`src/rtl/mcp3_afp_pkg.sv`:
```
// Shared definitions for the AFP command-tag path.
// Holds the tag pool geometry, the allocator state encodings and the
// tag request struct used between the allocator and its helpers.
package mcp3_afp_pkg;

  localparam int TAG_W    = 9;
  localparam int NUM_TAGS = 512;
  localparam int CNT_W    = 10;   // holds 0..NUM_TAGS

  typedef enum logic [1:0] {
    ST_IDLE  = 2'd0,
    ST_RUN   = 2'd1,
    ST_DRAIN = 2'd2
  } afp_state_e;

  typedef struct packed {
    logic             vld;
    logic [TAG_W-1:0] tag;
  } tag_req_t;

endpackage

```
`src/rtl/mcp3_decoder9x512.sv`:
```
// 9-to-512 one-hot decoder with enable.
// Ports:
//   en     - when 0 the output is all zeros
//   sel    - index to decode
//   onehot - single bit set at position sel (when en)
module mcp3_decoder9x512
  import mcp3_afp_pkg::*;
(
  input  logic                en,
  input  logic [TAG_W-1:0]    sel,
  output logic [NUM_TAGS-1:0] onehot
);

  always_comb begin
    onehot = '0;
    if (en) onehot[sel] = 1'b1;
  end

endmodule

```
`src/rtl/mcp3_prienc512x9.sv`:
```
// Lowest-set-bit priority encoder over 512 request bits.
// Built as 16 groups of 32: each group finds its own lowest bit, then the
// lowest non-empty group is selected, which keeps the carry chain short.
// Ports:
//   req - request vector (the allocator feeds ~busy_next)
//   idx - index of the lowest set bit, 0 when none is set
//   any - at least one bit of req is set
module mcp3_prienc512x9
  import mcp3_afp_pkg::*;
(
  input  logic [NUM_TAGS-1:0] req,
  output logic [TAG_W-1:0]    idx,
  output logic                any
);

  localparam int GRP  = 32;
  localparam int NGRP = NUM_TAGS / GRP;
  localparam int GW   = 5;

  logic [NGRP-1:0]         g_any;
  logic [NGRP-1:0][GW-1:0] g_idx;

  generate
    for (genvar g = 0; g < NGRP; g++) begin : g_grp
      logic [GRP-1:0] slice;
      logic [GW-1:0]  lo;

      assign slice = req[g*GRP +: GRP];

      // Scan high to low so the lowest set bit is the last one written.
      always_comb begin
        lo = '0;
        for (int i = GRP - 1; i >= 0; i--)
          if (slice[i]) lo = GW'(i);
      end

      assign g_any[g] = |slice;
      assign g_idx[g] = lo;
    end
  endgenerate

  always_comb begin
    idx = '0;
    for (int g = NGRP - 1; g >= 0; g--)
      if (g_any[g]) idx = {4'(g), g_idx[g]};
  end

  assign any = |g_any;

endmodule

```
`src/rtl/mcp3_tag_allocator512.sv`:
```
// Command tag allocator: hands out the lowest free tag of a 512-entry pool
// and retires tags, one allocation and one free per cycle.
// Ports:
//   clock, reset_n          - clock, synchronous active-low reset
//   cfg_enable              - 1 grants tags, 0 quiesces (drain then idle)
//   cfg_max_outstanding     - outstanding limit, 0 blocks every grant
//   alloc_valid/alloc_tag   - registered offer of the lowest free tag
//   alloc_take              - consumer accepts the offer this cycle
//   free_valid/free_tag     - retire a tag
//   busy_count              - tags currently allocated
//   idle                    - quiesced with nothing outstanding
//   err_free_unalloc/err_tag- sticky illegal-free flag and first bad tag
module mcp3_tag_allocator512
  import mcp3_afp_pkg::*;
(
  input  logic             clock,
  input  logic             reset_n,
  input  logic             cfg_enable,
  input  logic [CNT_W-1:0] cfg_max_outstanding,
  output logic             alloc_valid,
  output logic [TAG_W-1:0] alloc_tag,
  input  logic             alloc_take,
  input  logic             free_valid,
  input  logic [TAG_W-1:0] free_tag,
  output logic [CNT_W-1:0] busy_count,
  output logic             idle,
  output logic             err_free_unalloc,
  output logic [TAG_W-1:0] err_tag
);

  logic [NUM_TAGS-1:0] busy, busy_next, free_map;
  logic [NUM_TAGS-1:0] set_mask, clr_mask;
  logic [CNT_W-1:0]    busy_count_next;
  afp_state_e          state, state_next;
  tag_req_t            fr;
  logic                take, clr_hit, bad_free;
  logic                any_free, av_next;
  logic [TAG_W-1:0]    low_free, at_next;

  assign fr.vld = free_valid;
  assign fr.tag = free_tag;

  assign take     = alloc_valid & alloc_take;
  // A free only counts against a tag that is busy now; freeing the tag
  // being taken this same cycle lands here as illegal.
  assign clr_hit  = fr.vld &  busy[fr.tag];
  assign bad_free = fr.vld & ~busy[fr.tag];

  mcp3_decoder9x512 u_dec_set (
    .en     (take),
    .sel    (alloc_tag),
    .onehot (set_mask)
  );

  mcp3_decoder9x512 u_dec_clr (
    .en     (clr_hit),
    .sel    (fr.tag),
    .onehot (clr_mask)
  );

  assign busy_next       = (busy | set_mask) & ~clr_mask;
  assign busy_count_next = busy_count + CNT_W'(take) - CNT_W'(clr_hit);
  assign free_map        = ~busy_next;

  mcp3_prienc512x9 u_prienc (
    .req (free_map),
    .idx (low_free),
    .any (any_free)
  );

  always_comb begin
    state_next = state;
    unique case (state)
      ST_IDLE:  if (cfg_enable) state_next = ST_RUN;
      ST_RUN:   if (!cfg_enable) state_next = ST_DRAIN;
      ST_DRAIN: begin
        if (cfg_enable)                state_next = ST_RUN;
        else if (busy_count_next == '0) state_next = ST_IDLE;
      end
      default:  state_next = ST_IDLE;
    endcase
  end

  // The offer is keyed off the current state, so leaving IDLE costs one
  // cycle for the state and one for the offer register.
  always_comb begin
    av_next = (state == ST_RUN) & cfg_enable & any_free &
              (busy_count_next < cfg_max_outstanding);
    at_next = any_free ? low_free : alloc_tag;
  end

  always_ff @(posedge clock) begin
    if (!reset_n) begin
      state            <= ST_IDLE;
      busy             <= '0;
      busy_count       <= '0;
      alloc_valid      <= 1'b0;
      alloc_tag        <= '0;
      err_free_unalloc <= 1'b0;
      err_tag          <= '0;
    end else begin
      state       <= state_next;
      busy        <= busy_next;
      busy_count  <= busy_count_next;
      alloc_valid <= av_next;
      alloc_tag   <= at_next;
      if (bad_free && !err_free_unalloc) begin
        err_free_unalloc <= 1'b1;
        err_tag          <= fr.tag;
      end
    end
  end

  assign idle = (state == ST_IDLE);

endmodule

```
`config.mk`:
```
export PLATFORM = sky130hd
export DESIGN_NAME = mcp3_tag_allocator512
export DESIGN_NICKNAME = d
export VERILOG_FILES = /design/src/rtl/mcp3_afp_pkg.sv /design/src/rtl/mcp3_decoder9x512.sv /design/src/rtl/mcp3_prienc512x9.sv /design/src/rtl/mcp3_tag_allocator512.sv
export SDC_FILE = /design/constraint.sdc
export NUM_CORES = 2
export LEC_CHECK = 0
export ABC_AREA = 0
export ABC_CLOCK_PERIOD_IN_PS = 7000
export CORE_MARGIN = 2
export CORE_UTILIZATION = 33
export CTS_BUF_LIST = sky130_fd_sc_hd__clkbuf_2 sky130_fd_sc_hd__clkbuf_4 sky130_fd_sc_hd__clkbuf_8
export DETAILED_ROUTE_END_ITERATION = 8
export PLACE_DENSITY = 0.44
export SKIP_CTS_REPAIR_TIMING = 1
export SYNTH_ARGS = -nofsm -noshare
export SYNTH_HDL_FRONTEND = slang
export SYNTH_SLANG_ARGS = --single-unit
```
`constraint.sdc`:
```
create_clock -name clock -period 7 [get_ports clock]
set_input_delay 0.7 -clock clock [delete_from_list [all_inputs] [get_ports clock]]
set_output_delay 0.7 -clock clock [all_outputs]
set_load 0.02 [all_outputs]
```
# == Word level (Yosys, flattened, before mapping) ==
# Index checks and enable logic that the tools add are counted.
# word_totals
reg_bits,544
elab_cells,595
out_inout_bits,31
in_bits,24
# op_classes
eq_ne,5
muxes,541
order_cmp,5
n_reduce_logical,24
add_sub_neg,2
n_bitwise,11
# op_table
cell,n
2-to-1 mux 5 bit,512
2-to-1 mux 512 bit,2
inverter 512 bit,2
AND 512 bit,1
bitwise OR 512 bit,1
OR reduction 32 bit,16
OR reduction 512 bit,1
2-to-1 mux 9 bit,16
less-than comparator 9 x 10 -> 1 bit (second input constant),2
demux 1 bit (select 9 bit),2
>= comparator 9 x 1 -> 1 bit (second input constant),2
adder 10 x 1 -> 10 bit,1
logical NOT 10 bit,1
less-than comparator 10 bit,1
subtractor 10 x 1 -> 10 bit,1
binary-select mux 1 bit (select 9 bit),1
2-to-1 mux 2 bit,4
AND 1 bit,6
case mux 2 bit (3 select lines),1
!= test 2 bit (second input constant),2
logical AND 1 bit,3
2-to-1 mux 1 bit,3
!= test 3 bit (second input constant),1
AND reduction 3 bit,1
5 further kinds,5

# == Longest topological paths before layout ==
# logic_depth
word_depth,56
mapped_depth,33
depth_no_buf,26

# == By module ==
# A second synthesis with hierarchy kept.
# hier_totals
hier_cells,4804
area_unflattened_um2,38125.3
# by_module_without_submodules
module,cells_each,seq_area_each_um2,area_each_um2,instances
mcp3_tag_allocator512,2116,10890.4,22215.1,1
mcp3_prienc512x9,1178,0.0,6493.7,1
mcp3_decoder9x512 (u_dec_clr),755,0.0,4828.4,1
mcp3_decoder9x512 (u_dec_set),755,0.0,4588.2,1

# == Worst setup path after synthesis ==
# OpenSTA, ideal clock, no wires.
# synth_timing
path_kind,in2reg
startpoint,in free_tag[1]
endpoint,reg alloc_valid
required_ns,6.940
n_path_buf,6
t_arrival_ns,5.893
stages,28
slack_ns,1.047
setup_time_ns,0.060
cell_sequence,buf_2 > buf_6 > buf_2 > mux4_2 > a221oi_1 > a31oi_1 > a221oi_4 > nand4_4 > nand2_2 > inv_2 > clkbuf_1 > clkbuf_1 > clkbuf_1 > ha_1 > inv_1 > ha_1 > fa_1 > a21o_1 > a21oi_1 > o21bai_1 > a21oi_1 > o21bai_1 > a21oi_1 > xnor2_1 > ha_1 > nor2b_1 > o21ai_0 > and3_1
# synth_between
word_cells_on_any_way,17
cone_classes,add/sub: 1; order compare: 3; mux: 5; bitwise: 6; reduce/logical: 2
# synth_rtl
element,line_no,text
from (decl),mcp3_tag_allocator512.sv:24,"input logic [TAG_W-1:0] free_tag,"
binary-select mux 1 bit (select 9 bit),mcp3_tag_allocator512.sv:46,assign clr_hit = fr.vld & busy[fr.tag];
2-to-1 mux 1 bit (implied by the code),mcp3_tag_allocator512.sv:46,
AND 1 bit,mcp3_tag_allocator512.sv:46,
subtractor 10 x 1 -> 10 bit,mcp3_tag_allocator512.sv:62,assign busy_count_next = busy_count + CNT_W'(take) - CNT_W'(clr_hit);
named net busy_count_next[8],mcp3_tag_allocator512.sv:33,logic [CNT_W-1:0] busy_count_next;
less-than comparator 10 bit,mcp3_tag_allocator512.sv:88,(busy_count_next < cfg_max_outstanding);
AND 1 bit,mcp3_tag_allocator512.sv:87,av_next = (state == ST_RUN) & cfg_enable & any_free &
to (signal assigned),mcp3_tag_allocator512.sv:105,alloc_valid <= av_next;
to (decl),mcp3_tag_allocator512.sv:20,"output logic alloc_valid,"
# The timed path passes the listed nets, and every way through them passes these cells. The select of a mux whose other input is x is not followed.
# A chain may end at the register's enable or synchronous reset.

# == Worst setup path after layout ==
# layout_timing
startpoint,in free_tag[2]
endpoint,reg alloc_tag[5]
# layout_between
elab_chain_cells,25
word_cells_on_any_way,45
cone_classes,order compare: 2; mux: 21; bitwise: 4; reduce/logical: 18
# layout_lines
element,line_no,text
"parallel branches: the longest is 4 deep, another holds binary-select mux 1 bit (select 9 bit)",-,
2-to-1 mux 512 bit *,mcp3_decoder9x512.sv:16,if (en) onehot[sel] = 1'b1;
inverter 512 bit *,mcp3_tag_allocator512.sv:61,assign busy_next = (busy | set_mask) & ~clr_mask;
AND 512 bit *,mcp3_tag_allocator512.sv:61,
inverter 512 bit *,mcp3_tag_allocator512.sv:63,assign free_map = ~busy_next;
OR reduction 32 bit,mcp3_prienc512x9.sv:37,assign g_any[g] = |slice;
2-to-1 mux 9 bit (16 in series),mcp3_prienc512x9.sv:45,"if (g_any[g]) idx = {4'(g), g_idx[g]};"
to (signal assigned),mcp3_tag_allocator512.sv:106,alloc_tag <= at_next;
to (decl),mcp3_tag_allocator512.sv:21,"output logic [TAG_W-1:0] alloc_tag,"
# Mark *: on every way between the ends. The select of a mux whose other input is x is not followed.

==> out/summary.txt <==
Average via count per standard cell = 6.87
Final routed wirelength across all metal layers = 288 mm
Startpoint of the worst register-to-register path = alloc_tag[8]$_SDFFE_PN0N_
Main combinational cell family by area after synthesis = compound AO/OA/AOI/OAI gates
Post-Place Setup Slack = -0.432 ns
Cell type with the highest occurrence count on the critical path = sky130_fd_sc_hd__o21ai_0
Most area-consuming cells after synthesis = sky130_fd_sc_hd__dfxtp_1 29%, sky130_fd_sc_hd__a21oi_1 13%, sky130_fd_sc_hd__nor2_1 5.3%, sky130_fd_sc_hd__and2_1 5.2%, sky130_fd_sc_hd__mux2i_1 4.6%
Largest area contributor in the netlist = sky130_fd_sc_hd__dfxtp_1
Flip-flop cell with the highest count after synthesis = sky130_fd_sc_hd__dfxtp_1
Period utilisation layout = 103%
WS Path Type = in2reg
Number of I/O pins = 55
Max FO, Critical Path = 60
Post-route cell area = 0.0462 mm2
Peak clock frequency supported by timing = 139 MHz
H-Tree Level Count = 3
Antenna violations before repair = 40
Clock tree from TritonCTS = built
LEAKAGE = 16.7 nW
Count of pins over their slew limit = 0
Pin count of the biggest net entering global routing = 92
Crit path capture type = register
Vertical die dimension = 339 um
Signal arrival time at the worst endpoint = 7.95 ns
R2R Setup Slk = 0.75 ns
Number of fillers in the final layout = 11.7k
Per-instance average area after synthesis = 7.39 um2
Complex-gate fraction of the synthesized area = 34.0%
Net Count, Synth = 5,054
Nets@finish = 5,461
Global route overflow = 0
Netlist cell types = 91
Final Setup Violations = 2
Number of max-capacitance violations reported = 0
Yosys warns = 0
Most numerous cell types in the synthesized netlist = 952 x sky130_fd_sc_hd__a21oi_1, 544 x sky130_fd_sc_hd__dfxtp_1, 526 x sky130_fd_sc_hd__nor2_1
DR vias = 48.2k
Average wire per standard cell = 41.0 um
Worst-case headroom to the max-slew limit = 13.0%
Ordered list of cells on the worst path = clkdlybuf4s50_1 -> clkinv_1 -> nand2_1 -> o22ai_1 -> o21ai_0 -> and4_1 -> nand4_4 -> buf_12 -> a311oi_1 -> nand3_2 -> o21bai_1 -> a21oi_1 -> buf_4 -> o21ai_0 -> a21oi_1 -> o21ai_0 -> a21oi_1 -> o21ai_0 -> nand2_1
Setup slack of the critical path after layout = -0.207 ns
Crit start category = input port
Max Root-Sink Buffers = 3
Standard-cell rows = 122
Total clock buffers created by CTS = 108
Remaining DRCs = 0
Final worst path period need = 7.21 ns
Multiplexer share of the synthesized area = 7.81%
Biggest cell delay along the critical path = 1.01 ns
Number of buffers added on ports = 54
Wire length of the first global-routing pass = 384 mm
Cell chosen for the clock root = sky130_fd_sc_hd__clkbuf_8
Reg-to-Reg End = alloc_tag[0]$_SDFFE_PN0N_
Area of the die = 0.115 mm2
Post-synthesis instance total = 5,010
Violations in the final reports = negative setup slack
Total track usage = 48.1%
Routability congestion estimate = 1.14
RSZ-0062 raised after global routing = no
Capture point of the worst path = alloc_tag[5]$_SDFFE_PN0N_
Layout overhead on the synthesized area = 24.6%
Endpoint required time on the critical path = 7.75 ns
Die width = 339 um
ANT nets after route = 0
Simple-gate area share of the yosys netlist = 23.0%
Type of the worst min-delay path = in2reg
Slew of the pin with the lowest slew margin = 1.30 ns
Latest clock arrival within the worst-skew pair = 0.88 ns
Core region area = 0.111 mm2
Register-to-Register Path Depth = 21
Final count of hold timing violations = 0
Adder-cell share of the synthesized area = 0.696%
Vias in the first global route = 44.6k
Most frequent cell after synthesis = sky130_fd_sc_hd__a21oi_1
Post-synth EDFFs = 0
CTS Sinks = 544
Placed inst area = 0.0436 mm2
Launching element of the worst setup path = free_tag[2]
Post-Syn Area = 0.0370 mm2
Xor and xnor fraction of the mapped netlist area = 0.236%
Count of routing violations after the opening detailed-route iteration = 7,799
Max stage delay cell, worst path = sky130_fd_sc_hd__nand2_1
Total of flip-flops plus latches after synthesis = 544
Clock transition at the register clock pins on the worst setup and hold paths after CTS = 0.07 ns
Clock skew = 0.0667 ns
Ratio of cells with drive above 1 in the final layout = 18.4%
Fraction of the yosys area taken by sequential cells = 29.4%
DPL Wire Length = 213 mm
Result of the run = complete, but fails checks
Top cell type's share of synthesized area = 29.4%
Length of the first detailed-routing pass in iterations = 8
Starting Density = 33.4%
Worst vdd ir = 0.000247 V
Pwr/cell area = 185 mW/mm2
Async set-or-reset flop fraction in the synthesized netlist = 0%
Total power = 8.52 mW
==> layer usage <==
layer | track usage [%] | routed length (um) | vias to the layer above
li1 | - | - | 19500
met1 | 61.3 | 110000 | 23400
met2 | 63.9 | 109000 | 4120
met3 | 17.4 | 39300 | 1186
met4 | 39.8 | 29000 | 48
met5 | 0 | 330 | -
==> worst max-delay path: cells and delay by family <==
family / cells / cell delay (ns)
AO/OA/AOI/OAI: 10 / 3.79
buffers and inverters: 4 / 1.35
AND/OR/NAND/NOR: 5 / 1.96
==> through the flow <==
stage                     setup TNS, ns  hold WS, ns  std cells  utilization (%)
after global routing                  0        0.216       6996             41.5
final                            -0.383        0.247       7020             41.6
after CTS                             0        0.201       6994             41.5
after global placement            -2.13        0.469       6794             39.2
after detailed placement          -1.30        0.478       6795             39.3
after floorplan                       0        0.458       5010                -
==> registers in the layout, indices dropped and copies added (netlist names) <==
signal and count:
err_free_unalloc 1, busy 512, err_tag 9, busy_count 10, alloc_valid 1, state 2
alloc_tag 9
==> layout make-up <==
class | count | area (um2) | area share, %
Antenna cell | 26 | 65.1 | 0.141
Clock buffer | 167 | 2170 | 4.71
Clock inverter | 32 | 350 | 0.759
Inverter | 49 | 191 | 0.415
Multi-Input combinational cell | 4031 | 24700 | 53.6
Sequential cell | 544 | 10900 | 23.6
Tap cell | 1488 | 1860 | 4.03
Timing Repair Buffer | 683 | 5900 | 12.8
==> power by group <==
part,leakage (nW),internal [mW],switching (mW)
registers,4.38,3.13,0.0279
clock network,1.34,2.23,1.68
logic,11.0,0.469,0.984
==> cell families (layout without fill, tap and decap cells) <==
group / after synthesis / count (layout)
other: 0 / 26
and+or+nand+nor: 1750 / 1750
adders and majority gates: 20 / 20
buffers and inverters: 435 / 931
DFF: 544 / 544
muxes: 224 / 224
xor gates and xnor gates: 10 / 10
AOI/OAI and AO/OA: 2027 / 2027
==> how the worst min path moves through the flow <==
stage | from | endpoint | cells past startpoint
after global placement | err_tag[2]$_SDFFE_PN0P_ | err_tag[2]$_SDFFE_PN0P_ | 2
final | reset_n | busy[119]$_SDFF_PN0_ | 2
after floorplan | state[1]$_SDFFE_PN0P_ | state[0]$_SDFFE_PN0P_ | 1
after CTS | reset_n | busy[119]$_SDFF_PN0_ | 2
after global routing | reset_n | busy[97]$_SDFF_PN0_ | 2
after detailed placement | err_tag[2]$_SDFFE_PN0P_ | err_tag[2]$_SDFFE_PN0P_ | 2
==> cells in the final DEF, fill, tap and decap left out, types with 29 or more instances in the layout <==
cell type and count:
sky130_fd_sc_hd__a211oi_1 187, sky130_fd_sc_hd__a21o_1 118, sky130_fd_sc_hd__a21oi_1 952, sky130_fd_sc_hd__a22oi_1 93, sky130_fd_sc_hd__a31oi_1 60, sky130_fd_sc_hd__and2_1 307
sky130_fd_sc_hd__and3_1 29, sky130_fd_sc_hd__buf_12 51, sky130_fd_sc_hd__buf_4 577, sky130_fd_sc_hd__clkbuf_8 147, sky130_fd_sc_hd__clkdlybuf4s50_1 49, sky130_fd_sc_hd__dfxtp_1 544
sky130_fd_sc_hd__inv_1 46, sky130_fd_sc_hd__mux2i_1 171, sky130_fd_sc_hd__mux4_2 52, sky130_fd_sc_hd__nand2_1 379, sky130_fd_sc_hd__nand2b_1 41, sky130_fd_sc_hd__nand3_1 110
sky130_fd_sc_hd__nand4_1 41, sky130_fd_sc_hd__nor2_1 481, sky130_fd_sc_hd__nor2_4 29, sky130_fd_sc_hd__nor3_1 98, sky130_fd_sc_hd__nor4_1 43, sky130_fd_sc_hd__o211ai_1 64
sky130_fd_sc_hd__o21ai_0 216, sky130_fd_sc_hd__o31ai_1 29, sky130_fd_sc_hd__or2_2 34
Note: power is estimated with default switching activity, not from simulation.
